[src/rtl/rf_write_arbiter.sv]
// Register-file write-port arbiter: fixed priority with per-requester aging,
// a registered write stage, and a pending-destination scoreboard for hazard stalls.

module rf_age_ctr #(
  parameter int STARVE_LIMIT = 4,
  parameter int AW           = $clog2(STARVE_LIMIT + 1)
) (
  input  logic clk,
  input  logic reset,
  input  logic flush,
  input  logic valid,
  input  logic ready,
  output logic starved
);
  localparam logic [AW-1:0] LIM = AW'(STARVE_LIMIT);

  logic [AW-1:0] age;

  // Age only builds while a request sits valid and ungranted; it saturates at the limit.
  always_ff @(posedge clk or posedge reset) begin
    if (reset)                        age <= '0;
    else if (flush || !valid || ready) age <= '0;
    else if (age != LIM)              age <= age + 1'b1;
  end

  assign starved = valid && (age == LIM);
endmodule

module rf_write_arbiter #(
  parameter int XLEN         = 32,
  parameter int NUM_REQ      = 3,
  parameter int STARVE_LIMIT = 4
) (
  input  logic                    clk,
  input  logic                    reset,
  input  logic                    flush,
  input  logic [NUM_REQ-1:0]      req_valid,
  input  logic [NUM_REQ*5-1:0]    req_rd,
  input  logic [NUM_REQ*XLEN-1:0] req_data,
  output logic [NUM_REQ-1:0]      req_ready,
  input  logic                    issue_valid,
  input  logic [4:0]              issue_rd,
  output logic                    issue_ready,
  input  logic [4:0]              rs1,
  input  logic [4:0]              rs2,
  output logic                    stall_rs1,
  output logic                    stall_rs2,
  output logic                    rf_we,
  output logic [4:0]              rf_waddr,
  output logic [XLEN-1:0]         rf_wdata,
  output logic [31:0]             pending
);
  typedef struct packed {
    logic [4:0]      rd;
    logic [XLEN-1:0] data;
  } wb_req_t;

  logic [NUM_REQ-1:0] starved;
  logic [NUM_REQ-1:0] grant;
  logic               hit;
  wb_req_t            sel;
  logic               hs;
  logic [31:0]        pend_nxt;

  genvar gi;
  generate
    for (gi = 0; gi < NUM_REQ; gi++) begin : g_age
      rf_age_ctr #(.STARVE_LIMIT(STARVE_LIMIT)) u_age (
        .clk    (clk),
        .reset  (reset),
        .flush  (flush),
        .valid  (req_valid[gi]),
        .ready  (req_ready[gi]),
        .starved(starved[gi])
      );
    end
  endgenerate

  // Starved requesters pre-empt plain priority; lowest index wins inside either group.
  always_comb begin
    grant = '0;
    hit   = 1'b0;
    for (int i = 0; i < NUM_REQ; i++)
      if (!hit && starved[i]) begin
        grant[i] = 1'b1;
        hit      = 1'b1;
      end
    for (int i = 0; i < NUM_REQ; i++)
      if (!hit && req_valid[i]) begin
        grant[i] = 1'b1;
        hit      = 1'b1;
      end
  end

  assign req_ready = (flush || reset) ? '0 : grant;
  assign hs        = |(req_valid & req_ready);

  always_comb begin
    sel = '0;
    for (int i = 0; i < NUM_REQ; i++)
      if (req_ready[i]) begin
        sel.rd   = sel.rd   | req_rd[5*i +: 5];
        sel.data = sel.data | req_data[XLEN*i +: XLEN];
      end
  end

  // x0 writes are accepted but never reach the register file.
  always_ff @(posedge clk or posedge reset) begin
    if (reset) begin
      rf_we    <= 1'b0;
      rf_waddr <= '0;
      rf_wdata <= '0;
    end else begin
      rf_we <= hs && (sel.rd != 5'd0);
      if (hs && (sel.rd != 5'd0)) begin
        rf_waddr <= sel.rd;
        rf_wdata <= sel.data;
      end
    end
  end

  assign issue_ready = (issue_rd == 5'd0) || !pending[issue_rd];
  assign stall_rs1   = (rs1 != 5'd0) && pending[rs1];
  assign stall_rs2   = (rs2 != 5'd0) && pending[rs2];

  // Set is applied after clear so a same-edge reservation survives the retiring write.
  always_comb begin
    pend_nxt = pending;
    if (rf_we) pend_nxt[rf_waddr] = 1'b0;
    if (issue_valid && issue_ready && (issue_rd != 5'd0)) pend_nxt[issue_rd] = 1'b1;
    if (flush) pend_nxt = '0;
    pend_nxt[0] = 1'b0;
  end

  always_ff @(posedge clk or posedge reset) begin
    if (reset) pending <= '0;
    else       pending <= pend_nxt;
  end
endmodule

[config.mk]
export PLATFORM = sky130hd
export DESIGN_NAME = rf_write_arbiter
export DESIGN_NICKNAME = d
export VERILOG_FILES = /design/src/rtl/rf_write_arbiter.sv
export SDC_FILE = /design/constraint.sdc
export NUM_CORES = 1
export LEC_CHECK = 0
export ABC_CLOCK_PERIOD_IN_PS = 2740
export BUFFER_PORTS_ARGS = -buffer_cell sky130_fd_sc_hd__clkbuf_2
export CAP_MARGIN = 20
export CELL_PAD_IN_SITES_DETAIL_PLACEMENT = 2
export CELL_PAD_IN_SITES_GLOBAL_PLACEMENT = 2
export CORE_ASPECT_RATIO = 1.75
export CORE_UTILIZATION = 26
export DETAILED_ROUTE_END_ITERATION = 12
export GPL_TIMING_DRIVEN = 0
export PLACE_DENSITY = 0.87
export SYNTH_ARGS = -nofsm -noshare
export SYNTH_HDL_FRONTEND = slang
export SYNTH_HIERARCHICAL = 1
export SYNTH_SLANG_ARGS = --single-unit
[constraint.sdc]
create_clock -name clk -period 2.74 [get_ports clk]
set_clock_uncertainty 0.05 [all_clocks]
set_input_delay 0 -clock clk [delete_from_list [all_inputs] [get_ports clk]]
set_output_delay 0 -clock clk [all_outputs]
set_load 0.05 [all_outputs]
==> metrics.md <==
| Metric | Value |
|---|---|
| Final GP Congestion | about 0.8 |
| Number of enable-type register cells in the synthesized netlist | 0 |
| Num CTS Buffers | 9 |
| Synthesized area per cell | between 10 and 15 um^2 |
| CTS Sinks | 78 |
| Power Dens Cells | around 490 nW/um^2 |
| Highest ir drop seen on vdd | around 0.25 mV |
| CTS tree | built |
| H-tree level count | 3 |
| Setup repair after global routing missed its margin | yes |
| Largest net degree at the start of global routing | 67 |
| Die width | 108.2 um |
| Row count | 67 |
| Post-detailed-route DRC marker count | 0 |
| Average wire per standard cell | around 26 um |
| Number of primary I/O pins | 209 |
| Final setup violation count | 35 |
| Clock buffer depth | 2 |
| Worst slew margin relative to its limit | 0.4271 |
| Top-area cell type share of the netlist area | 0.3804 |
| Layout cells sized above 1 | 0.4197 |
| Post-detail-place hpwl | 16910 um |
| Inst Count DP | about 950 |
| Total global routing overflow | 0 |
| Number of filler cells placed in the layout | approximately 2100 |
| Insertion delay of the later-clocked pin in the worst-skew pair | between 0.3 and 0.4 ns |
| Run status | finished, violations left |
| Delay-heaviest family, CP | compound AO/OA/AOI/OAI gates |
| Synth area leader | sky130_fd_sc_hd__dfrtp_1 |
| Syn nets | around 640 |
| Buffers plus inverters on the worst setup path | 5 |
| Count of non-filler cells in the finished layout | roughly 1100 |
| Maximum achievable frequency | approximately 330 MHz |
| Final cycle utilization of the critical path | 1.094 |
| GRT Total Usage | 0.2694 |
| Data required time at the worst endpoint | between 2 and 3 ns |
| Placeable core region | ~19000 um^2 |
| Global-route wire length before repair | 40840 um |
| Violation count after the first detailed-route iteration | 240 |
| Class of the most critical hold timing path | in -> reg |
| Synthesis-to-layout area growth | 57.57% |
| Clock slew at the register clock pins of the worst setup and hold paths | 0.07 ns |
| Number of port buffers | about 200 |
| Number of register bits inferred by synthesis | 78 |
| Number of warning messages in the yosys log | 6 |
| Critical-path cell with the highest stage delay | sky130_fd_sc_hd__dfrtp_1 |
| Worst setup path startpoint | g_age[2].u_age/age[1] |
| Kind of capture point of the worst setup path | flip-flop |
| Critical path launch point type | flip-flop |
| Number of global-route vias before repair | roughly 7000 |
| Final net count | around 980 |
| Critical Path, Cell by Cell | inv_2 -> ha_4 -> and3_4 -> buf_4 -> nor3b_2 -> o21a_1 -> buf_6 -> a32oi_2 -> nand2_1 -> o31a_1 -> buf_6 -> buf_12 -> mux2_4 |
| Cell types occupying the most area after synthesis | sky130_fd_sc_hd__dfrtp_1 38%, sky130_fd_sc_hd__mux4_2 11%, sky130_fd_sc_hd__mux2_4 8.5% |
| Number of antenna violations at the first check in global routing | 0 |
| Worst hold slack | ~0.017 ns |
| Clock period minus final worst setup slack | about 3.0 ns |
| Clock Root Buffer | sky130_fd_sc_hd__clkbuf_16 |
| Pre-CTS setup slack | -0.4776 ns |
| Effective utilization at floorplan | 0.2661 |
| Final hold violation count | 0 |
| DRT antenna net count | 0 |
| Post-Syn Area | between 5000 and 6000 um^2 |
| Measured slew at the worst slew-check pin | approximately 0.86 ns |
| Category of the most critical setup path | reg -> reg |
| Floorplan die area | 20320 um^2 |
| Count of pins over their slew limit | 0 |
| Via count normalized by instance count | ~5.5 |
| Highest cell delay on the worst timing path | around 0.41 ns |
| Fraction of registers with async set/reset | 1.000 |
| Leading register cell type out of synthesis | sky130_fd_sc_hd__dfrtp_1 |
| Antenna diode instance count | 0 |
| First-pass DRT Iterations | 4 |
| Register area share after synthesis | 0.3804 |
| Worst Path Max Fanout | 10 |
| Post-layout total power | approximately 0.0040 W |
| Die Ht | approximately 190 um |
| Origin of the worst min-delay path | req_data[61] |
| Total via count after detailed routing | between 5000 and 6000 |
| Final Core Density | 0.4193 |
| Most Frequent Cell on Critical Path | sky130_fd_sc_hd__buf_6 |
| Wire length after detailed routing | ~28000 um |
| Violated checks | setup timing |
| LEAKAGE | between 3 and 4 nW |
| Total of max-cap violations | 0 |
| Synthesized netlist cell count | just over 500 |
| Arr. time, crit path | ~3.2 ns |
| Reg-to-reg startpoint | g_age[2].u_age/age[1] |
| Count of different cell masters after synthesis | 53 |
| Worst-case setup margin in the final layout | -0.2586 ns |
==> area by class of cell <==
cell class              count  area (um^2)  share of cell area
flip-flops and latches     78         1952              0.2414
clock buffers              11        252.7             0.03126
multi-input cells         376         3035              0.3754
plain buffers              31        197.7             0.02445
inverters                  16        62.56            0.007738
repair buffers            324         2202              0.2724
well taps                 241        301.5             0.03729
clock inverters             5        81.33             0.01006
==> registers in the layout, summed over array words and instances, names as in the netlist <==
signal,flops
rf_wdata,32
rf_waddr,5
pending,31
rf_we,1
g_age.u_age/age,9
==> cell usage after synthesis (4+ instances only) <==
library cell               number
sky130_fd_sc_hd__a21oi_1       30
sky130_fd_sc_hd__nand3b_1       6
sky130_fd_sc_hd__nor3b_1        7
sky130_fd_sc_hd__o32ai_1        4
sky130_fd_sc_hd__mux4_2        25
sky130_fd_sc_hd__nor2b_1        6
sky130_fd_sc_hd__ha_1           6
sky130_fd_sc_hd__a22oi_1       38
sky130_fd_sc_hd__nand3_1       33
sky130_fd_sc_hd__clkbuf_1      25
sky130_fd_sc_hd__mux2_4        29
sky130_fd_sc_hd__nor2_1         8
sky130_fd_sc_hd__and3b_1        6
sky130_fd_sc_hd__nand2_1       82
sky130_fd_sc_hd__inv_1         16
sky130_fd_sc_hd__o21ai_1       13
sky130_fd_sc_hd__a22o_1         5
sky130_fd_sc_hd__mux2_1         7
sky130_fd_sc_hd__nor3_2         4
sky130_fd_sc_hd__o21ai_0       22
sky130_fd_sc_hd__dfrtp_1       78
==> cell usage in the layout, fill, tap and decap left out, types with 4 or more instances in the layout <==
cell,instances
sky130_fd_sc_hd__clkbuf_2,208
sky130_fd_sc_hd__dlygate4sd3_1,87
sky130_fd_sc_hd__nand2_1,81
sky130_fd_sc_hd__dfrtp_1,78
sky130_fd_sc_hd__a22oi_1,37
sky130_fd_sc_hd__nand3_1,33
sky130_fd_sc_hd__mux2_4,30
sky130_fd_sc_hd__a21oi_1,30
sky130_fd_sc_hd__buf_4,29
sky130_fd_sc_hd__mux4_2,25
sky130_fd_sc_hd__o21ai_0,22
sky130_fd_sc_hd__clkbuf_1,17
sky130_fd_sc_hd__o21ai_1,13
sky130_fd_sc_hd__inv_1,11
sky130_fd_sc_hd__clkbuf_16,11
sky130_fd_sc_hd__nor2_1,8
sky130_fd_sc_hd__nand3b_1,6
sky130_fd_sc_hd__nor2b_1,6
sky130_fd_sc_hd__and3b_1,6
sky130_fd_sc_hd__mux2_1,6
sky130_fd_sc_hd__nor3b_1,5
sky130_fd_sc_hd__a22o_1,5
sky130_fd_sc_hd__buf_6,5
sky130_fd_sc_hd__o32ai_1,4
sky130_fd_sc_hd__inv_2,4
==> per-stage QoR <==
stage | TNS, ns | instance area [um^2]
2_1_floorplan | 0 | 5154
3_3_place_gp | -23.87 | 6471
3_5_place_dp | -16.11 | 6501
4_1_cts | 0 | 7884
5_1_grt | -7.945 | 8085
6_report | -7.924 | 8085
==> cell families after synthesis <==
| kind of cell | share of synthesized area |
|---|---|
| and+or+nand+nor | 0.1736 |
| AOI/OAI and AO/OA | 0.1663 |
| DFF | 0.3804 |
| muxes | 0.2182 |
| buffers and inverters | 0.04609 |
| adders and majority gates | 0.01463 |
| other | 0.0007308 |
==> power by group <==
part	switching [W]	internal, W
Sequential	0.0000970	0.00125
Clock	0.000515	0.000849
Combinational	0.000807	0.000470
Total	0.00142	0.00257
==> metal layers <==
layer / GRT usage / vias to the layer above / routed length, um
li1: - / 2528 / -
met1: 0.2692 / 2985 / 9946
met2: 0.5044 / 311 / 15250
met3: 0.06152 / 90 / 1608
met4: 0.1354 / 0 / 1548
met5: 0 / - / 0
==> what timing repair did <==
action	CTS	global route
endpoints found under the setup margin	49	36
pin swaps	6	13
hold endpoints to repair	114	0
gates resized for setup	15	20
hold buffers	88	0
buffers inserted	16	14
cloned	0	3
==> worst paths after layout <==
| check | endpoint | slack [ns] | cells past startpoint |
|---|---|---|---|
| hold reg to reg | rf_wdata[9] | 0.47 | 1 |
| setup / recovery | rf_wdata[28] | -0.26 | 13 |
| min in group asynchronous | rf_waddr[3] | 0.17 | 3 |
| hold / removal | rf_wdata[29] | 0.02 | 4 |
| setup reg to reg | rf_wdata[28] | -0.26 | 13 |
| max in group asynchronous | rf_wdata[7] | 1.90 | 4 |
==> tightest hold or removal path, cell delays in order <==
cell and delay [ns]:
sky130_fd_sc_hd__clkbuf_2 0.09, sky130_fd_sc_hd__a22oi_2 0.06, sky130_fd_sc_hd__nand2_1 0.09, sky130_fd_sc_hd__mux2_1 0.14
No activity file was read; power rests on OpenSTA's default activity.
